**config.mk**
```make
export PLATFORM = sky130hd
export DESIGN_NAME = led_chain_tx
export DESIGN_NICKNAME = d
export VERILOG_FILES = /design/src/rtl/led_chain_pkg.sv /design/src/rtl/led_chain_tick.sv /design/src/rtl/led_chain_tx.sv
export SDC_FILE = /design/constraint.sdc
export NUM_CORES = 1
export LEC_CHECK = 0
export BUFFER_PORTS_ARGS = -buffer_cell sky130_fd_sc_hd__buf_2
export CORE_ASPECT_RATIO = 0.7
export CORE_MARGIN = 1
export CORE_UTILIZATION = 49
export CTS_CLUSTER_DIAMETER = 80
export DETAILED_ROUTE_END_ITERATION = 8
export GPL_TIMING_DRIVEN = 0
export PLACE_DENSITY = 0.71
export SLEW_MARGIN = 20
export SYNTH_ARGS = -nofsm -noshare
export SYNTH_HDL_FRONTEND = slang
export SYNTH_SLANG_ARGS = --single-unit
```
**constraint.sdc**
```tcl
create_clock -name clk -period 2.1 [get_ports clk]
set_input_delay 0.42 -clock clk [delete_from_list [all_inputs] [get_ports clk]]
set_output_delay 0.42 -clock clk [all_outputs]
set_load 0.01 [all_outputs]
```
**src/rtl/led_chain_pkg.sv**
```systemverilog
// Shared types and default sizing for the daisy-chained LED board transmitter.
package led_chain_pkg;

  typedef enum logic [1:0] {
    IDLE     = 2'd0,
    SHIFT_LO = 2'd1,
    SHIFT_HI = 2'd2,
    LATCH    = 2'd3
  } state_t;

  localparam int NUM_DEF     = 4;
  localparam int CLK_DIV_DEF = 4;

endpackage

```
**src/rtl/led_chain_tick.sv**
```systemverilog
// CLK_DIV prescaler: strobes tc on the last cycle of each CLK_DIV-cycle phase.
module led_chain_tick #(
  parameter int CLK_DIV = 4
) (
  input  logic clk,
  input  logic rst,
  input  logic restart,
  output logic tc
);

  localparam int CW = $clog2(CLK_DIV) + 1;
  localparam logic [CW-1:0] TERM = CW'(CLK_DIV - 1);

  logic [CW-1:0] cnt;

  // Saturates at TERM so an idle FSM never sees the count wrap.
  always_ff @(posedge clk) begin
    if (rst || restart) cnt <= '0;
    else if (cnt != TERM) cnt <= cnt + 1'b1;
  end

  assign tc = (cnt == TERM);

endmodule

```
**src/rtl/led_chain_tx.sv**
```systemverilog
// Serialises an NUM*8-bit LED frame MSB first into a chain of 595-style boards.
module led_chain_tx
  import led_chain_pkg::*;
#(
  parameter int NUM     = NUM_DEF,
  parameter int CLK_DIV = CLK_DIV_DEF
) (
  input  logic             clk,
  input  logic             rst,
  input  logic [NUM*8-1:0] led_all,
  input  logic             load,
  output logic             busy,
  output logic             done,
  output logic             ser_out,
  output logic             sr_clk,
  output logic             latch
);

  localparam int W  = NUM * 8;
  localparam int BW = $clog2(W) + 1;

  state_t         state, state_nx;
  logic           tc, restart, last_bit;
  logic [W-1:0]   shadow;
  logic [BW-1:0]  bit_idx;

  assign last_bit = (bit_idx == '0);
  assign restart  = (state_nx != state);

  led_chain_tick #(.CLK_DIV(CLK_DIV)) u_tick (
    .clk     (clk),
    .rst     (rst),
    .restart (restart),
    .tc      (tc)
  );

  always_comb begin
    state_nx = state;
    unique case (state)
      IDLE:     if (load) state_nx = SHIFT_LO;
      SHIFT_LO: if (tc)   state_nx = SHIFT_HI;
      SHIFT_HI: if (tc)   state_nx = last_bit ? LATCH : SHIFT_LO;
      LATCH:    if (tc)   state_nx = IDLE;
      default:            state_nx = IDLE;
    endcase
  end

  // Outputs decode the next state so they line up with the state they describe.
  always_ff @(posedge clk) begin
    if (rst) begin
      state   <= IDLE;
      shadow  <= '0;
      bit_idx <= '0;
      ser_out <= 1'b0;
      sr_clk  <= 1'b0;
      latch   <= 1'b0;
      busy    <= 1'b0;
      done    <= 1'b0;
    end else begin
      state  <= state_nx;
      busy   <= (state_nx != IDLE);
      sr_clk <= (state_nx == SHIFT_HI);
      latch  <= (state_nx == LATCH);
      done   <= (state == LATCH) && (state_nx == IDLE);
      if (state == IDLE && load) begin
        shadow  <= led_all;
        bit_idx <= BW'(W - 1);
        ser_out <= led_all[W-1];
      end else if (state == SHIFT_HI && tc) begin
        // Data only moves after the boards have seen the sr_clk rise.
        if (last_bit) begin
          ser_out <= 1'b0;
        end else begin
          shadow  <= {shadow[W-2:0], 1'b0};
          bit_idx <= bit_idx - 1'b1;
          ser_out <= shadow[W-2];
        end
      end
    end
  end

endmodule

```
==> parameters.txt, run 1 <==
Parameter                              Value

Place
  Dpl ws    75.2 ps
  Detailed Place HPWL    3390 um
  IO Port Bufs    38
  Gp weighted congestion    0.815

Setup path
  Worst reg2reg startpoint    u_tick.cnt[0]$_SDFFE_PP0P_
  Arrival time worst endpoint    2170 ps
  Maximum cell stage delay along the critical path    350 ps
  First element of the critical path    u_tick.cnt[0]$_SDFFE_PP0P_
  Worst reg-to-reg path cell count    8
  Critical Path Source Type    flop
  Cells traversed along the worst timing path    ha_1, ha_2, and3b_1, buf_2, o21ai_4, buf_4, nor2_1, a2111oi_2
  Largest fanout of any net on the critical path    10
  Register-to-register setup slack    130 ps
  Worst Path Required    2290 ps
  Sum of buffers and inverters on the critical path    2
  Worst path slowest cell    sky130_fd_sc_hd__a2111oi_2
  Top delay family on crit path    compound AO/OA/AOI/OAI gates
  Sort of element at the end of the critical path    flop
  Type of the setup path with the least slack    reg2reg
  Reg-to-reg endpoint    shadow[24]$_SDFFE_PP0P_

Detailed routing
  Routed wl met2    1960 um
  Max Used Layer    met4
  DRT met1 WL    2560 um
  Detailed-router iteration count before antenna repair    6
  Total via count after detailed routing    1,992
  Initial drt markers    113
  Number of design rule violations left after detail routing    6
  Antenna Nets Post-Route    0
  Post-detailed-routing wire length    4770 um
  Average detailed-routed wire length per instance    13.0 um
  Detailed-route vias per instance    5.43
  Detail Route met3 WL    203 um

Clock tree
  CTS tree    done
  Count of buffers added by post-CTS timing repair for setup    0
  Root buffer cell    sky130_fd_sc_hd__clkbuf_8
  H-tree Lvls    2
  Maximum clock path buffer count    2
  Clk slew on worst S/H paths    90 ps
  Clock tree sinks    47
  Insertion delay of the later-clocked pin in the worst-skew pair    300 ps
  Number of buffers created by CTS    5

STA
  Setup repair after global routing missed its margin    false
  Sum Neg Setup Slack    0 ps
  Count of endpoints failing hold in the final timing report    0
  Portion of the clock cycle consumed by the worst path in the final layout    94.0%
  Least-Margin Pin Slew    685 ps
  Setup Viol. Count Final    0
  Final worst slack    127 ps
  Final critical-path required period    1970 ps
  Worst clock skew    5.00 ps
  Fmax    507 MHz
  Headroom to the max-slew limit    54.3%
  Final-layout worst hold slack    364 ps
  Count of pins over their slew limit    0

Hold path
  Worst Min Path Start    led_all[0]
  Hold Crit Class    in2reg
  Min-Delay Path Depth    3
  Capture endpoint of the worst hold path    shadow[0]$_SDFFE_PP0P_

Synth
  FF+latch count, synth    47
  Synthesized netlist net count    306
  Fraction of synthesis flops using an asynchronous set or reset pin    0%
  Post-synth EDFFs    0
  Dominant register cell in the synthesized netlist    sky130_fd_sc_hd__dfxtp_1
  Count of cell types in the netlist    34
  Average cell area after synthesis    8.66 um^2
  Post-Syn Area    2300 um^2
  Total of warnings raised by yosys    0
  Post-Synthesis Cells    266
  Portion of the post-synthesis area used by sequential elements    40.8%

Run status
  Violated checks    design-rule violations
  Result of the run    finished, violations left

Cells and area
  Most frequent standard cell in the layout excluding fill and tap cells    sky130_fd_sc_hd__nor2_1
  Fraction of layout instances using a drive strength above 1    26.9%
  Leading cell types in the layout, fill and taps excluded    sky130_fd_sc_hd__nor2_1, sky130_fd_sc_hd__dfxtp_1, sky130_fd_sc_hd__buf_2, sky130_fd_sc_hd__a2111oi_2, sky130_fd_sc_hd__clkbuf_1
  Synth-to-layout area growth    15.3%
  Diodes inserted    0
  Layout net count    351
  Share of the core filled with cells in the final layout    60.0%

Global routing
  Total GRT Usage    21.0%
  Total gr overflow    0
  First-pass GRT wire length    8070 um
  Number of antenna violations at the first check in global routing    0
  Vias in the first global route    1,733
  Largest net degree at the start of global routing    15

Floorplan
  Placeable Area    4430 um^2
  Ports placed on the boundary    40
  Area enclosed by the die boundary    4990 um^2
  Die height    59.4 um
  Number of cell rows    20
  Die Span X    84.0 um
  Starting Density    52.0%

Power and ir drop
  Switching power    0.000524 W
  Switching part of the total power    28.1%
  Leakage Power    1.09 nW
  Pint    0.00134 W
  Portion of total power attributed to sequential cells    54.0%
  Power per cell area    701 nW/um^2
  Share of total power in combinational logic    16.9%
  Peak ir drop on the vdd network    441 uV
  Clk network pwr share    29.1%

Run
  Reported max-cap violation count    0
==> metrics by stage <==
stage	area, um^2	total power (W)	instances
5_1_grt	2660	0.00197	367
3_3_place_gp	2560	0.00133	359
4_1_cts	2650	0.00188	367
2_1_floorplan	2300	0.00125	266
6_report	2660	0.00186	367
3_5_place_dp	2560	0.00134	359
==> cells by family after synthesis <==
logic type | synth area share, %
adder cells (fa/ha/maj) | 2.71
AO/OA/AOI/OAI | 25.7
buffers and inverters | 4.94
multiplexers | 0.869
flip-flops | 40.8
XOR/XNOR | 1.52
AND/OR/NAND/NOR | 23.4
==> worst register-to-register path: stages (launching register included) <==
cell	delay (ps)
sky130_fd_sc_hd__dfxtp_1	330
sky130_fd_sc_hd__ha_1	220
sky130_fd_sc_hd__ha_2	220
sky130_fd_sc_hd__and3b_1	180
sky130_fd_sc_hd__buf_2	160
sky130_fd_sc_hd__o21ai_4	130
sky130_fd_sc_hd__buf_4	230
sky130_fd_sc_hd__nor2_1	60
sky130_fd_sc_hd__a2111oi_2	350
==> Yosys cell counts, types with 2 or more instances <==
cell type,number,area share (%)
sky130_fd_sc_hd__nor2_1,104,17
sky130_fd_sc_hd__dfxtp_1,47,41
sky130_fd_sc_hd__a2111oi_2,28,18
sky130_fd_sc_hd__clkbuf_1,12,2.0
sky130_fd_sc_hd__a21oi_1,8,1.7
sky130_fd_sc_hd__nand2_1,7,1.1
sky130_fd_sc_hd__nor3_1,7,1.5
sky130_fd_sc_hd__ha_1,5,2.7
sky130_fd_sc_hd__buf_2,4,0.87
sky130_fd_sc_hd__buf_4,4,1.3
sky130_fd_sc_hd__inv_1,4,0.65
sky130_fd_sc_hd__a211oi_1,3,0.98
sky130_fd_sc_hd__o21ai_0,3,0.65
sky130_fd_sc_hd__xor2_1,3,1.1
sky130_fd_sc_hd__a2111oi_0,2,0.76
sky130_fd_sc_hd__a311oi_1,2,0.76
sky130_fd_sc_hd__a31oi_1,2,0.54
sky130_fd_sc_hd__mux2i_1,2,0.87
sky130_fd_sc_hd__nand2b_1,2,0.54
sky130_fd_sc_hd__nand3b_1,2,0.65
sky130_fd_sc_hd__o21a_1,2,0.65
==> how the worst max path moves through the flow <==
stage / to / slack [ps] / cells past startpoint
floorplan: shadow[10]$_SDFFE_PP0P_ / 290 / 8
global placement: shadow[17]$_SDFFE_PP0P_ / 130 / 8
detailed placement: shadow[10]$_SDFFE_PP0P_ / 80 / 8
CTS: shadow[24]$_SDFFE_PP0P_ / 30 / 8
global route: shadow[19]$_SDFFE_PP0P_ / 4 / 8
finish: shadow[24]$_SDFFE_PP0P_ / 130 / 8
==> power by group through the flow <==
stage / registers [W] / logic, W / clock network [W]
floorplan: 0.00102 / 0.000234 / 0
global placement: 0.00102 / 0.000308 / 0
detailed placement: 0.00102 / 0.000316 / 0
CTS: 0.00100 / 0.000317 / 0.000556
global route: 0.00102 / 0.000351 / 0.000605
finish: 0.00101 / 0.000315 / 0.000542
==> flip-flops by register name (all words and copies together), names as in the netlist <==
name and flops:
bit_idx 6, busy 1, done 1, latch 1, ser_out 1, shadow 31
sr_clk 1, state 2, u_tick.cnt 3
==> what timing repair did <==
item	CTS	global route
hold buffers	0	0
resized for setup	0	3
setup endpoints to repair	0	25
==> area by class of cell <==
type	count	area [um^2]
Fill cell	412	1770
Multi-Input combinational cell	194	1250
Clock inverter	2	12.5
Inverter	4	15.0
Tap cell	55	68.8
Timing Repair Buffer	38	190
Buffer	21	103
Clock buffer	6	72.6
Sequential cell	47	941
==> per-layer routing <==
metal  track usage [%]  up-vias
met2              32.3       42
met4              6.65        0
met3              4.87        7
li1                  -     1024
met5                 0        -
met1              29.6      919
No activity file was read; power rests on OpenSTA's default activity.
==> inputs of run 2 (changes only) <==
--- a/config.mk
+++ b/config.mk
@@ -8,11 +8,10 @@
 export BUFFER_PORTS_ARGS = -buffer_cell sky130_fd_sc_hd__buf_2
 export CORE_ASPECT_RATIO = 0.7
 export CORE_MARGIN = 1
-export CORE_UTILIZATION = 49
+export CORE_UTILIZATION = 40
 export CTS_CLUSTER_DIAMETER = 80
 export DETAILED_ROUTE_END_ITERATION = 8
 export GPL_TIMING_DRIVEN = 0
-export PLACE_DENSITY = 0.71
 export SLEW_MARGIN = 20
 export SYNTH_ARGS = -nofsm -noshare
 export SYNTH_HDL_FRONTEND = slang
==> constraint.sdc (replaced) <==
create_clock -name clk -period 2.2 [get_ports clk]
set_input_delay 0.44 -clock clk [delete_from_list [all_inputs] [get_ports clk]]
set_output_delay 0.44 -clock clk [all_outputs]
set_load 0.01 [all_outputs]
==> run 2 against run 1 <==
Effect of this change:
- the run now ends clean
- die area rose by 22%
- design area rose by 1.2%
- power rose by 0.60%
- final cell count rose by 4.4%
- maximum frequency fell by 2.9%
- wire length rose by 6.8%
- first-iteration DRC count rose by 4.4%
- via count fell by 0.70%
- non-clock buffer count did not move
- combinational power fell by 4%
- global-route usage fell by 2.8 points
- largest power group unchanged
==> parameters.txt, run 2 (same netlist as run 1, synthesis figures left out) <==
Parameter                              Value

Clock tree
  Resize count post-CTS    0 (unchanged)
  Count of buffers added by post-CTS timing repair for setup    0 (unchanged)
  H-tree Lvls    2 (unchanged)
  Insertion delay of the later-clocked pin in the worst-skew pair    300 ps (about the same)
  Clk slew on worst S/H paths    80 ps (about the same)
  Clock tree sinks    47 (unchanged)
  Maximum clock path buffer count    2 (unchanged)
  Number of buffers created by CTS    5 (unchanged)
  CTS tree    done
  Hold-fix buffers, CTS    0 (unchanged)
  Root buffer cell    sky130_fd_sc_hd__clkbuf_8

Floorplan
  Starting Density    42.7% (-9.3 points)
  Number of cell rows    22 (+10%)
  Die Span X    92.7 um (+10%)
  Ports placed on the boundary    40 (unchanged)
  Die height    65.5 um (+10%)
  Placeable Area    5400 um^2 (+22%)
  Area enclosed by the die boundary    6070 um^2 (+22%)

Detailed routing
  Antenna Nets Post-Route    0 (unchanged)
  Number of design rule violations left after detail routing    0 (-6)
  Total via count after detailed routing    1,978 (-0.70%)
  Detailed-route vias per instance    5.16 (-4.9%)
  Detailed-router iteration count before antenna repair    4 (-2)
  Post-detailed-routing wire length    5100 um (+6.8%)
  Average detailed-routed wire length per instance    13.3 um (+2.4%)
  Initial drt markers    118 (+4.4%)

Cells and area
  Leading cell types in the layout, fill and taps excluded    sky130_fd_sc_hd__nor2_1, sky130_fd_sc_hd__dfxtp_1, sky130_fd_sc_hd__buf_2, sky130_fd_sc_hd__a2111oi_2, sky130_fd_sc_hd__clkbuf_1
  Sequential cell area in the final layout    941 um^2 (unchanged)
  Layout net count    351 (unchanged)
  Most frequent standard cell in the layout excluding fill and tap cells    sky130_fd_sc_hd__nor2_1
  Diodes inserted    0 (unchanged)
  Synth-to-layout area growth    16.7%
  Area occupied by multi-input gates    1250 um^2 (-0.20%)
  Max reg flops    31 (unchanged)
  Fraction of layout instances using a drive strength above 1    26.4% (-0.56 points)
  Register bank with the most flops    shadow
  Count of filler cells inserted in the layout    567 (+38%)
  Leading registers by flop count    shadow (31), bit_idx (6), u_tick.cnt (3)

Power and ir drop
  Power per cell area    697 nW/um^2 (-0.62%)
  Leakage Power    1.10 nW (+0.87%)
  Total power draw    0.00187 W (+0.60%)
  Peak ir drop on the vdd network    292 uV (-34%)

Global routing
  Total GRT Usage    18.2% (-2.8 points)
  First-pass GRT wire length    8470 um (+5.0%)
  Total gr overflow    0 (unchanged)
  Vias in the first global route    1,735 (+0.12%)
  Largest net degree at the start of global routing    14 (-1)
  Number of antenna violations at the first check in global routing    0 (unchanged)

Place
  IO Port Bufs    38 (unchanged)
  Detailed Place HPWL    3540 um (+4.5%)
  Gp weighted congestion    0.753 (-7.6%)

STA
  Final-layout worst hold slack    393 ps (+28.8 ps)
  Least-Margin Pin Slew    755 ps (+69.2 ps)
  Count of pins over their slew limit    0 (unchanged)
  Final critical-path required period    2030 ps (+59.0 ps)
  Fmax    492 MHz (-2.9%)
  Worst clock skew    12.3 ps (+7.33 ps)
  Headroom to the max-slew limit    49.7% (-4.6 points)
  Setup Viol. Count Final    0 (unchanged)
  Count of endpoints failing hold in the final timing report    0 (unchanged)
  Portion of the clock cycle consumed by the worst path in the final layout    92.4% (-1.6 points)
  Setup repair after global routing missed its margin    false
  Sum Neg Setup Slack    0 ps (unchanged)

Setup path
  Arrival time worst endpoint    2230 ps (+60 ps)
  Critical Path Source Type    flop
  Largest fanout of any net on the critical path    10 (unchanged)
  Type of the setup path with the least slack    reg2reg
  Worst path slowest cell    sky130_fd_sc_hd__a2111oi_2
  Sort of element at the end of the critical path    flop
  Maximum cell stage delay along the critical path    340 ps (about the same)
  Top delay family on crit path    adder cells
  Cells traversed along the worst timing path    ha_1, ha_1, and3b_1, buf_2, o21ai_4, buf_4, nor2_1, a2111oi_2
  Sum of buffers and inverters on the critical path    2 (unchanged)
  Worst reg-to-reg path cell count    8 (unchanged)
  Most used cell, CP    sky130_fd_sc_hd__ha_1
  Worst Path Required    2390 ps (+100 ps)
  Stages on the worst setup path    8 (unchanged)

Run
  Reported max-cap violation count    0 (unchanged)

Hold path
  Min-Delay Path Depth    3 (unchanged)
  Hold Crit Class    in2reg

Run status
  Result of the run    finished clean
run 2: area by class of cell:
cell class | instances | share of cell area (%)
clock inverters | 1 | 1.12
well taps | 72 | 3.35
inverters | 4 | 0.558
plain buffers | 21 | 3.68
repair buffers | 38 | 7.07
multi-input cells | 194 | 46.5
clock buffers | 6 | 2.70
flip-flops and latches | 47 | 35.0
run 2: worst paths after layout:
path                                    from                endpoint  slack (ps)
setup reg to reg  u_tick.cnt[0]$_SDFFE_PP0P_  shadow[7]$_SDFFE_PP0P_         170
hold reg to reg       shadow[0]$_SDFFE_PP0P_  shadow[0]$_SDFFE_PP0P_         480
hold / removal                    led_all[0]  shadow[0]$_SDFFE_PP0P_         390
setup / recovery  u_tick.cnt[0]$_SDFFE_PP0P_  shadow[7]$_SDFFE_PP0P_         170
run 2: power by group:
group | total [W] | leakage (nW) | switching [W] | internal [W]
registers | 0.000959 | 0.389 | 0.0000390 | 0.000920
clock network | 0.000612 | 0.0513 | 0.000279 | 0.000333
logic | 0.000303 | 0.656 | 0.000168 | 0.000135
total | 0.00187 | 1.10 | 0.000485 | 0.00139
run 2: per-layer routing:
| metal | vias up | part of all wire [%] | GRT usage (%) |
|---|---|---|---|
| met3 | 6 | 5.4 | 4.17 |
| met4 | 0 | 1.4 | 6.35 |
| met2 | 44 | 41 | 26.0 |
| met5 | - | 0 | 0 |
| li1 | 1013 | - | - |
| met1 | 915 | 53 | 26.6 |
run 2: per-stage QoR:
stage	util [%]	setup WS, ps	instances	cell area [um^2]
2_1_floorplan	-	392	266	2300
3_3_place_gp	47.9	214	376	2580
3_5_place_dp	47.9	184	376	2580
4_1_cts	49.8	159	383	2690
5_1_grt	49.8	14.2	383	2690
6_report	49.8	168	383	2690
run 2: worst register-to-register path, cell delays in order (launching register included):
cell                        delay (ps)
sky130_fd_sc_hd__dfxtp_1           320
sky130_fd_sc_hd__ha_1              220
sky130_fd_sc_hd__ha_1              270
sky130_fd_sc_hd__and3b_1           200
sky130_fd_sc_hd__buf_2             160
sky130_fd_sc_hd__o21ai_4           120
sky130_fd_sc_hd__buf_4             230
sky130_fd_sc_hd__nor2_1             70
sky130_fd_sc_hd__a2111oi_2         340
